[config.mk]
export PLATFORM = sky130hd
export DESIGN_NAME = mem_axi_wr_ctrl
export DESIGN_NICKNAME = d
export VERILOG_FILES = /design/src/rtl/mem_axi_wr_ctrl.sv
export SDC_FILE = /design/constraint.sdc
export NUM_CORES = 1
export LEC_CHECK = 0
export BUFFER_PORTS_ARGS = -buffer_cell sky130_fd_sc_hd__buf_2
export CAP_MARGIN = 20
export CORE_MARGIN = 3
export CORE_UTILIZATION = 50
export DETAILED_ROUTE_END_ITERATION = 10
export PLACE_DENSITY = 0.83
export REMOVE_ABC_BUFFERS = 1
export SYNTH_ARGS = -nofsm -noshare
export SYNTH_HDL_FRONTEND = slang
export SYNTH_SLANG_ARGS = --single-unit
[constraint.sdc]
create_clock -name CLK -period 8.38 [get_ports CLK]
set_input_delay 2.095 -clock CLK [delete_from_list [all_inputs] [get_ports CLK]]
set_output_delay 2.095 -clock CLK [all_outputs]
set_load 0.1 [all_outputs]
[src/rtl/mem_axi_wr_ctrl.sv]
// AXI4 write slave: AW/W bursts -> single-beat RAM writes, one B per burst. Optional MEM_AXI_WR_STRB_MASK_EN masks strobes to addressed lanes.
// Latency: RAM write in the W handshake cycle; BVALID the cycle after the final beat.
// Backpressure: one burst in flight; AW is held off in WRITE/RESP, W is held off outside WRITE, RESP holds BVALID until BREADY.
module mem_axi_wr_ctrl #(
    parameter int WIDTH_CID = 4,
    parameter int WIDTH_AD  = 10,
    parameter int WIDTH_DA  = 32,
    parameter int WIDTH_DS  = WIDTH_DA / 8,
    parameter int WIDTH_DSB = $clog2(WIDTH_DS)
) (
    input  logic                 CLK,
    input  logic                 RESET,
    input  logic [WIDTH_CID-1:0] AWID,
    input  logic [31:0]          AWADDR,
    input  logic [7:0]           AWLEN,
    input  logic [2:0]           AWSIZE,
    input  logic [1:0]           AWBURST,
    input  logic                 AWVALID,
    output logic                 AWREADY,
    input  logic [WIDTH_DA-1:0]  WDATA,
    input  logic [WIDTH_DS-1:0]  WSTRB,
    input  logic                 WLAST,
    input  logic                 WVALID,
    output logic                 WREADY,
    output logic [WIDTH_CID-1:0] BID,
    output logic [1:0]           BRESP,
    output logic                 BVALID,
    input  logic                 BREADY,
    output logic [WIDTH_AD-1:0]  MEM_WADDR,
    output logic [WIDTH_DA-1:0]  MEM_WDATA,
    output logic [WIDTH_DS-1:0]  MEM_WSTRB,
    output logic                 MEM_WEN
);

    typedef enum logic [1:0] {S_IDLE, S_WRITE, S_RESP} state_t;

    localparam logic [1:0] BURST_FIXED = 2'b00;
    localparam logic [1:0] BURST_INCR  = 2'b01;
    localparam logic [1:0] BURST_WRAP  = 2'b10;

    state_t               state_q;
    logic                 awready_q;
    logic                 wready_q;
    logic                 bvalid_q;
    logic [1:0]           bresp_q;
    logic [WIDTH_CID-1:0] bid_q;
    logic [31:0]          addr_q;
    logic [31:0]          addr_d;
    logic [7:0]           len_q;
    logic [7:0]           cnt_q;
    logic [2:0]           size_q;
    logic [1:0]           burst_q;
    logic                 err_q;
    logic                 wen_dis_q;

    logic                 w_hs;
    logic                 last_beat;
    logic                 beat_err;
    logic [31:0]          beat_bytes;
    logic [31:0]          wrap_mask;
    logic [31:0]          addr_inc;
    logic                 wrap_len_ok;
    logic                 aw_size_err;
    logic                 aw_burst_err;
    logic [1:0]           aw_burst_eff;

    assign w_hs      = WVALID & wready_q;
    assign last_beat = (cnt_q == len_q);
    assign beat_err  = (WLAST != last_beat);

    // Unsupported burst types degrade to INCR so the burst still completes; only the response flags it.
    always_comb begin
        wrap_len_ok  = (AWLEN == 8'd1) || (AWLEN == 8'd3) || (AWLEN == 8'd7) || (AWLEN == 8'd15);
        aw_size_err  = (AWSIZE > 3'(WIDTH_DSB));
        aw_burst_err = (AWBURST == 2'b11) || ((AWBURST == BURST_WRAP) && !wrap_len_ok);
        aw_burst_eff = aw_burst_err ? BURST_INCR : AWBURST;
    end

    always_comb begin
        beat_bytes = 32'd1 << size_q;
        wrap_mask  = (({24'd0, len_q} + 32'd1) << size_q) - 32'd1;
        addr_inc   = addr_q + beat_bytes;
        case (burst_q)
            BURST_FIXED: addr_d = addr_q;
            BURST_WRAP:  addr_d = (addr_q & ~wrap_mask) | (addr_inc & wrap_mask);
            default:     addr_d = addr_inc;
        endcase
    end

    always_ff @(posedge CLK or posedge RESET) begin
        if (RESET) begin
            state_q   <= S_IDLE;
            awready_q <= 1'b0;
            wready_q  <= 1'b0;
            bvalid_q  <= 1'b0;
            bresp_q   <= 2'b00;
            bid_q     <= '0;
            addr_q    <= '0;
            len_q     <= '0;
            cnt_q     <= '0;
            size_q    <= '0;
            burst_q   <= '0;
            err_q     <= 1'b0;
            wen_dis_q <= 1'b0;
        end else begin
            case (state_q)
                S_IDLE: begin
                    awready_q <= 1'b1;
                    if (AWVALID && awready_q) begin
                        awready_q <= 1'b0;
                        wready_q  <= 1'b1;
                        state_q   <= S_WRITE;
                        bid_q     <= AWID;
                        addr_q    <= AWADDR;
                        len_q     <= AWLEN;
                        size_q    <= AWSIZE;
                        burst_q   <= aw_burst_eff;
                        cnt_q     <= '0;
                        err_q     <= aw_size_err | aw_burst_err;
                        wen_dis_q <= aw_size_err;
                    end
                end
                S_WRITE: begin
                    if (w_hs) begin
                        addr_q <= addr_d;
                        cnt_q  <= cnt_q + 8'd1;
                        err_q  <= err_q | beat_err;
                        if (last_beat) begin
                            wready_q <= 1'b0;
                            bvalid_q <= 1'b1;
                            bresp_q  <= (err_q | beat_err) ? 2'b10 : 2'b00;
                            state_q  <= S_RESP;
                        end
                    end
                end
                S_RESP: begin
                    if (BREADY) begin
                        bvalid_q  <= 1'b0;
                        awready_q <= 1'b1;
                        state_q   <= S_IDLE;
                    end
                end
                default: state_q <= S_IDLE;
            endcase
        end
    end

    assign AWREADY   = awready_q;
    assign WREADY    = wready_q;
    assign BVALID    = bvalid_q;
    assign BRESP     = bresp_q;
    assign BID       = bid_q;
    assign MEM_WEN   = w_hs & ~wen_dis_q;
    assign MEM_WADDR = addr_q[WIDTH_AD-1:0];
    assign MEM_WDATA = WDATA;

`ifdef MEM_AXI_WR_STRB_MASK_EN
    logic [31:0]         lane_base;
    logic [WIDTH_DS-1:0] lane_mask;

    // Enable only the lanes covered by this beat's aligned transfer.
    always_comb begin
        lane_base = {{(32-WIDTH_DSB){1'b0}}, addr_q[WIDTH_DSB-1:0]} & ~(beat_bytes - 32'd1);
        lane_mask = '0;
        for (int i = 0; i < WIDTH_DS; i++) begin
            lane_mask[i] = (32'(i) >= lane_base) && (32'(i) < lane_base + beat_bytes);
        end
    end

    assign MEM_WSTRB = WSTRB & lane_mask;
`else
    assign MEM_WSTRB = WSTRB;
`endif

endmodule

==> results.toml, run 1 <==
[critical_path]
slowest_delay_ns = 0.44
crit_chain = "buf_2 > nand2_1 > nor2_1 > buf_2"
cp_data_required_time_ns = 6.29
cpLargestDelayFamily = "buffers and inverters"
crit_path_top_delay_cell = "buf_2"
path_class = "in -> out"
cp_num_buf_inv = 2
cp-end-kind = "output pin"
critPathMostFrequentCell = "buf_2"
reg2reg_slack_ns = 4.82
path_max_fanout = 3
cp_data_arrival_time_ns = 2.81
critPathLaunchType = "input pin"

[clock_network]
insertion_delay_ns = 0.29
holdBufCountCts = 0
htreeDepth = 2
cts_tree = "done"
cts_made_buffers = 5
clkSinkCount = 43
cts.clk_slew.worst_paths_ns = 0.09
ctsLongestPathBuffers = 2
cts-root-buf = "clkbuf_8"
postCtsSetupRepairBufs = 0
cts-resized-gates = 0

[global_routing]
grt_pass1_vias = 3223
grt_max_degree = 44
track_usage = 0.242
overflow = 0
grt_pass1_wl_um = 16200
antenna_found_initial = 0

[worst_hold_path]
hp-class = "reg -> reg"

[routing]
firstDrtPassIters = 5
wl_per_cell_um = 18.3
drt-total-wl_um = 9810
viasPerCell = 6.06
initialDrtViolationCount = 327
ant_nets = 0
vias = 3247
route.detailed.drc = 0

[logic_synthesis]
seq_area_frac_synth = 0.301
synth_seq_cells = 43
synth_ff_type = "dfrtp_1"
synth_cells = 442
avgSynthCellArea_um2 = 8.10
async_reset_ff_frac = 1.00
synth.distinct_cells = 65
synth_area_mm2 = 0.00358
ys.warnings.count = 0
synth_edf_count = 0

[final_layout]
fin_util = 0.537
syn_to_final_growth_pct = 3.11
antennaDiodeCount = 0
drive_gt1_frac = 0.177
fin_nets = 543

[power_and_ir_drop]
powerDensity_mw_per_mm2 = 122
max-vdd-ir-drop_mv = 0.0954
p_leak_nw = 1.75

[timing]
timing.final.crit_period_ns = 4.91
fin_setup_tns_ns = 0
worst_pin_slew_ns = 0.954
slew_headroom = 0.359
maxSlewViolCount = 0
fin_crit_sh = 0.585
skew_ns = 0.00594
hold_viol_final = 0
hold_ws_ns = 0.481
max_freq_mhz = 204
rsz0062_at_grt = "no"
setup_viol = 0

[floorplanning]
coreArea_mm2 = 0.00687
pin_count = 147
initial_core_util = 0.521
dieHeight_um = 90.6
num_rows = 30
dieArea_mm2 = 0.00821
die_w_um = 90.6

[placement]
gp_congestion = 0.850
portBuffers = 51
dpl.hpwl_um = 7360

[outcome]
status = "completed"

[job]
maxCapViolCount = 0
==> worst reg2reg max path, cell delays in order, from the launching register on <==
cell and delay [ns]:
dfrtp_1 0.93, or2_2 0.29, nor2_1 0.06, ha_1 0.24
fa_1 0.42, a21o_1 0.18, a21oi_1 0.24, o21bai_1 0.12
a21oi_1 0.29, o21bai_1 0.10, a211o_1 0.32, a21bo_2 0.22
o211ai_1 0.07
==> logic make-up (layout without fill, tap and decap cells) <==
kind of cell	after synthesis	count (layout)	synth area share
AOI/OAI and AO/OA	98	98	0.182
DFF	43	43	0.301
muxes	11	11	0.0374
adders and majority gates	12	12	0.0440
other	1	1	0.00105
and+or+nand+nor	170	170	0.230
xor gates and xnor gates	33	33	0.0828
buffers and inverters	74	72	0.122
==> layout make-up <==
class                      instances  area, um^2
clock inverter                     2        37.5
clock buffer                       5        68.8
sequential                        43        1080
inverter                          12        45.0
multi-input combinational        325        2070
fill                             649        3180
timing repair buffer              53         270
tap                               96         120
==> per-stage QoR <==
step,total power (W),std cells,setup slack (ns),cell area (um^2)
2_1_floorplan,0.000274,380,2.82,3190
5_1_grt,0.000474,536,3.41,3690
3_3_place_gp,0.000290,529,3.50,3580
6_report,0.000452,536,3.47,3690
4_1_cts,0.000457,536,3.47,3690
3_5_place_dp,0.000293,529,3.48,3580
==> power breakdown <==
part	internal [W]	total, W	leakage [nW]	switching [W]
Combinational	0.0000255	0.0000523	1.17	0.0000268
Sequential	0.000219	0.000235	0.533	0.0000160
Clock	0.0000873	0.000165	0.0502	0.0000772
==> synthesized netlist by cell type (4+ instances only) <==
cell / number / share of area
a31oi_1: 8 / 0.014
ha_1: 11 / 0.038
mux2_2: 5 / 0.016
and3_1: 4 / 0.0070
nor3_1: 8 / 0.011
nor2_1: 36 / 0.038
clkbuf_1: 18 / 0.019
nor4_1: 4 / 0.0070
a21oi_1: 23 / 0.032
a21o_1: 6 / 0.013
inv_1: 11 / 0.012
buf_4: 39 / 0.082
or3_1: 4 / 0.0070
xor2_1: 11 / 0.027
nand2_1: 67 / 0.070
dfrtp_1: 43 / 0.30
nand4_1: 8 / 0.014
nand2b_1: 5 / 0.0087
o21ai_0: 22 / 0.031
nand3_1: 15 / 0.021
mux2i_1: 4 / 0.011
xnor2_1: 21 / 0.051
==> cells in the final DEF (no fill, tap or decap), types with 3 or more instances in the layout <==
cell / instances
ha_1: 11
nand3_1: 15
a21o_1: 6
o211ai_1: 3
mux2_2: 5
inv_1: 11
o22ai_1: 3
nor2b_1: 3
or3_1: 4
clkbuf_8: 5
xor2_1: 11
xnor2_1: 21
nor3_1: 7
nand2_1: 67
nand2b_1: 5
nor4_1: 4
o31ai_1: 3
buf_2: 51
nor2_1: 36
mux2i_1: 4
nand4_1: 8
and3_1: 4
a211oi_1: 3
a211o_1: 3
a21oi_1: 23
nand4b_1: 3
dfrtp_1: 43
a221oi_1: 3
a31oi_1: 8
o21ai_0: 22
==> path summary, 6_finish.rpt <==
path                                        from  cells past startpoint                   end
max reg2reg                size_q[0]$_DFFE_PP0P_                     12              register
min in group asynchronous                  RESET                      3    BVALID$_DFFE_PP0P_
min                           BID[3]$_DFFE_PP0P_                      2    BID[3]$_DFFE_PP0P_
min reg2reg                   BID[3]$_DFFE_PP0P_                      2    BID[3]$_DFFE_PP0P_
max                                       WVALID                      4               MEM_WEN
max in group asynchronous                  RESET                      3  cnt_q[0]$_DFFE_PP0P_
==> routing by layer <==
| metal | wire [um] | global-route usage |
|---|---|---|
| met5 | 0 | 0.0641 |
| met4 | 59 | 0.0357 |
| met3 | 1250 | 0.119 |
| met2 | 4340 | 0.358 |
| met1 | 4160 | 0.320 |
No activity file was read; power rests on OpenSTA's default activity.
==> run 2, diff against run 1 <==
Settings changed: ABC_AREA set to 1, CORE_UTILIZATION 50 to 45, PLACE_DENSITY 0.83 to 0.78.
Clock period 8.38 ns to 4 ns, I/O delays scaled along.
==> run 2 against run 1 <==
- critical path depth up 10
- area after synthesis about the same
- clock skew up 0.0030 ns
- clock power up 120%
- combinational power rose to 49 times the previous value
- largest cell class unchanged
- sequential power rose to 3.6 times the previous value
- sequential cell count unchanged
- routed wire length up 1.1%
- critical path type is now reg -> reg
- global-route usage down 1.5 points
- die area up 10%
- via count up 7.8%
==> results.toml, run 2 <==
[critical_path]
path_max_fanout = 13
slowest_delay_ns = 0.55
crit_chain = "inv_1 > nor2_1 > inv_1 > nor2_1 > ha_1 > nand2_1 > nor2_1 > a211oi_1 > nor2_1 > o21ai_0 > a21oi_1 > nand3b_1 > o21ai_0 > o21ai_1"
cp-end-kind = "register"
path_class = "reg -> reg"
cp_data_arrival_time_ns = 3.11
cp_data_required_time_ns = 4.20
critPathMostFrequentCell = "nor2_1"
critPathLaunchType = "register"
critical_path.startpoint = "size_q[0]$_DFFE_PP0P_"
crit_path_top_delay_cell = "dfrtp_1"
timing.rr.start = "size_q[0]$_DFFE_PP0P_"

[global_routing]
antenna_found_initial = 0
grt_pass1_vias = 3238
overflow = 0
grt_max_degree = 44
grt_pass1_wl_um = 15900
track_usage = 0.227

[floorplanning]
coreArea_mm2 = 0.00749
dieArea_mm2 = 0.00906
die_w_um = 95.2
pin_count = 147
num_rows = 31
dieHeight_um = 95.2
initial_core_util = 0.478

[final_layout]
drive_gt1_frac = 0.182
syn_to_final_growth_pct = 4.72
final_cell_mix = "153 x nand2_1, 51 x buf_2, 49 x nand3_1, 48 x inv_1, 43 x dfrtp_1"
antennaDiodeCount = 0
fin_nets = 640
final_common_cell = "nand2_1"

[clock_network]
cts.clk_slew.worst_paths_ns = 0.10
postCtsSetupRepairBufs = 0
cts_made_buffers = 5
clkSinkCount = 43
cts-resized-gates = 0
cts-root-buf = "clkbuf_8"
ctsLongestPathBuffers = 2
cts_tree = "done"
holdBufCountCts = 0
htreeDepth = 2
insertion_delay_ns = 0.31

[power_and_ir_drop]
p_total_w = 0.00375
swShare = 0.594
max-vdd-ir-drop_mv = 0.482
pwr-share-seq = 0.225
clkPwrFrac = 0.098
power.internal_w = 0.00152
powerDensity_mw_per_mm2 = 1000
p_leak_nw = 1.91
switching_power_w = 0.00222
comb_power_share = 0.677

[routing]
drt-total-wl_um = 9920
vias = 3501
viasPerCell = 5.50
ant_nets = 0
firstDrtPassIters = 5
route.detailed.drc = 0
initialDrtViolationCount = 262
wl_per_cell_um = 15.6

[logic_synthesis]
synth_top_area_frac = 0.301
yosysTopAreaCell = "dfrtp_1"
synth_cells = 526
synth_edf_count = 0
synth.distinct_cells = 45
synth_ff_type = "dfrtp_1"
synthTopCellsByArea = "dfrtp_1 30%, nand2_1 16%, buf_4 7.8%"
synth_area_mm2 = 0.00358
seq_area_frac_synth = 0.301
async_reset_ff_frac = 1.00
avgSynthCellArea_um2 = 6.80
ys.warnings.count = 0
synth_common_cells = "153 x nand2_1, 49 x nand3_1, 48 x inv_1, 43 x dfrtp_1, 39 x nor2_1"
synth_seq_cells = 43
yosysMostFrequentCell = "nand2_1"

[timing]
skew_ns = 0.00895
setup_viol = 0
max_freq_mhz = 345
fin_setup_tns_ns = 0
worst_pin_slew_ns = 0.616
rsz0062_at_grt = "no"
slew_headroom = 0.588
maxSlewViolCount = 0
fin_crit_sh = 0.726
hold_viol_final = 0
timing.final.crit_period_ns = 2.90

[worst_hold_path]
hp-class = "reg -> reg"
min-delay-start = "BID[1]$_DFFE_PP0P_"

[outcome]
status = "completed"

[placement]
gp_congestion = 0.909
portBuffers = 51
dpl.hpwl_um = 7830

[job]
maxCapViolCount = 0
run 2: changes by cell type after synthesis, sizes merged, moves of 7 or more:
cell and change:
a31oi -7, clkbuf -13, inv +41, nand2 +95
nand3 +41, nor2 +8, o21ai +21, xnor2 -19
xor2 -9
run 2: layout make-up:
type	count	area [um^2]
Clock inverter	3	47.5
Inverter	54	204
Tap cell	99	124
Multi-Input combinational cell	379	1950
Sequential cell	43	1080
Timing Repair Buffer	54	278
Clock buffer	5	68.8
Fill cell	744	3740
run 2: path summary, 6_finish.rpt:
| check | endpoint | slack [ns] | cells past startpoint |
|---|---|---|---|
| worst min register to register | BID[1]$_DFFE_PP0P_ | 0.48 | 2 |
| min in group asynchronous | AWREADY$_DFFE_PP0P_ | 0.81 | 3 |
| worst min-delay path | BID[1]$_DFFE_PP0P_ | 0.48 | 2 |
| worst max register to register | register | 1.10 | 14 |
| max in group asynchronous | burst_q[1]$_DFFE_PP0P_ | 2.80 | 3 |
| worst max-delay path | register | 1.10 | 14 |
run 2: critical path, delay by kind of cell, from the launching register on:
family / cells / cell delay [ns]
compound gates: 5 / 0.81
fa+ha+maj: 1 / 0.28
simple gates: 6 / 0.76
buf+inv: 2 / 0.40
flops: 1 / 0.55
run 2: power groups by stage:
| stage | logic, W | clock network [W] | registers (W) |
|---|---|---|---|
| 5_1_grt | 0.00281 | 0.000394 | 0.000870 |
| 2_1_floorplan | 0.00148 | 0 | 0.00138 |
| 4_1_cts | 0.00253 | 0.000375 | 0.000837 |
| 6_report | 0.00254 | 0.000366 | 0.000842 |
| 3_5_place_dp | 0.00251 | 0 | 0.000845 |
| 3_3_place_gp | 0.00245 | 0 | 0.000836 |
run 2: logic make-up after synthesis:
group,Yosys count,synth area share
AND/OR/NAND/NOR,282,0.357
buffers and inverters,104,0.155
AO/OA/AOI/OAI,74,0.115
flip-flops,43,0.301
adder cells (fa/ha/maj),12,0.0441
XOR/XNOR,5,0.0122
multiplexers,5,0.0147
other,1,0.00105
run 2: through the flow:
| stage | setup slack [ns] | std cells | hold slack, ns | utilization | cell area (um^2) |
|---|---|---|---|---|---|
| 2_1_floorplan | 0.596 | 476 | 0.453 | - | 3230 |
| 3_3_place_gp | 1.21 | 629 | 0.450 | 0.485 | 3630 |
| 3_5_place_dp | 1.12 | 629 | 0.455 | 0.485 | 3630 |
| 4_1_cts | 1.10 | 637 | 0.480 | 0.500 | 3750 |
| 5_1_grt | 0.823 | 637 | 0.508 | 0.500 | 3750 |
| 6_report | 1.10 | 637 | 0.476 | 0.500 | 3750 |
run 2: metal layers:
layer	track usage	routed length, um	up-vias
met5	0.0298	32	-
met4	0.0577	160	2
met3	0.129	1370	19
met2	0.327	4200	171
met1	0.288	4160	1615
li1	-	-	1694
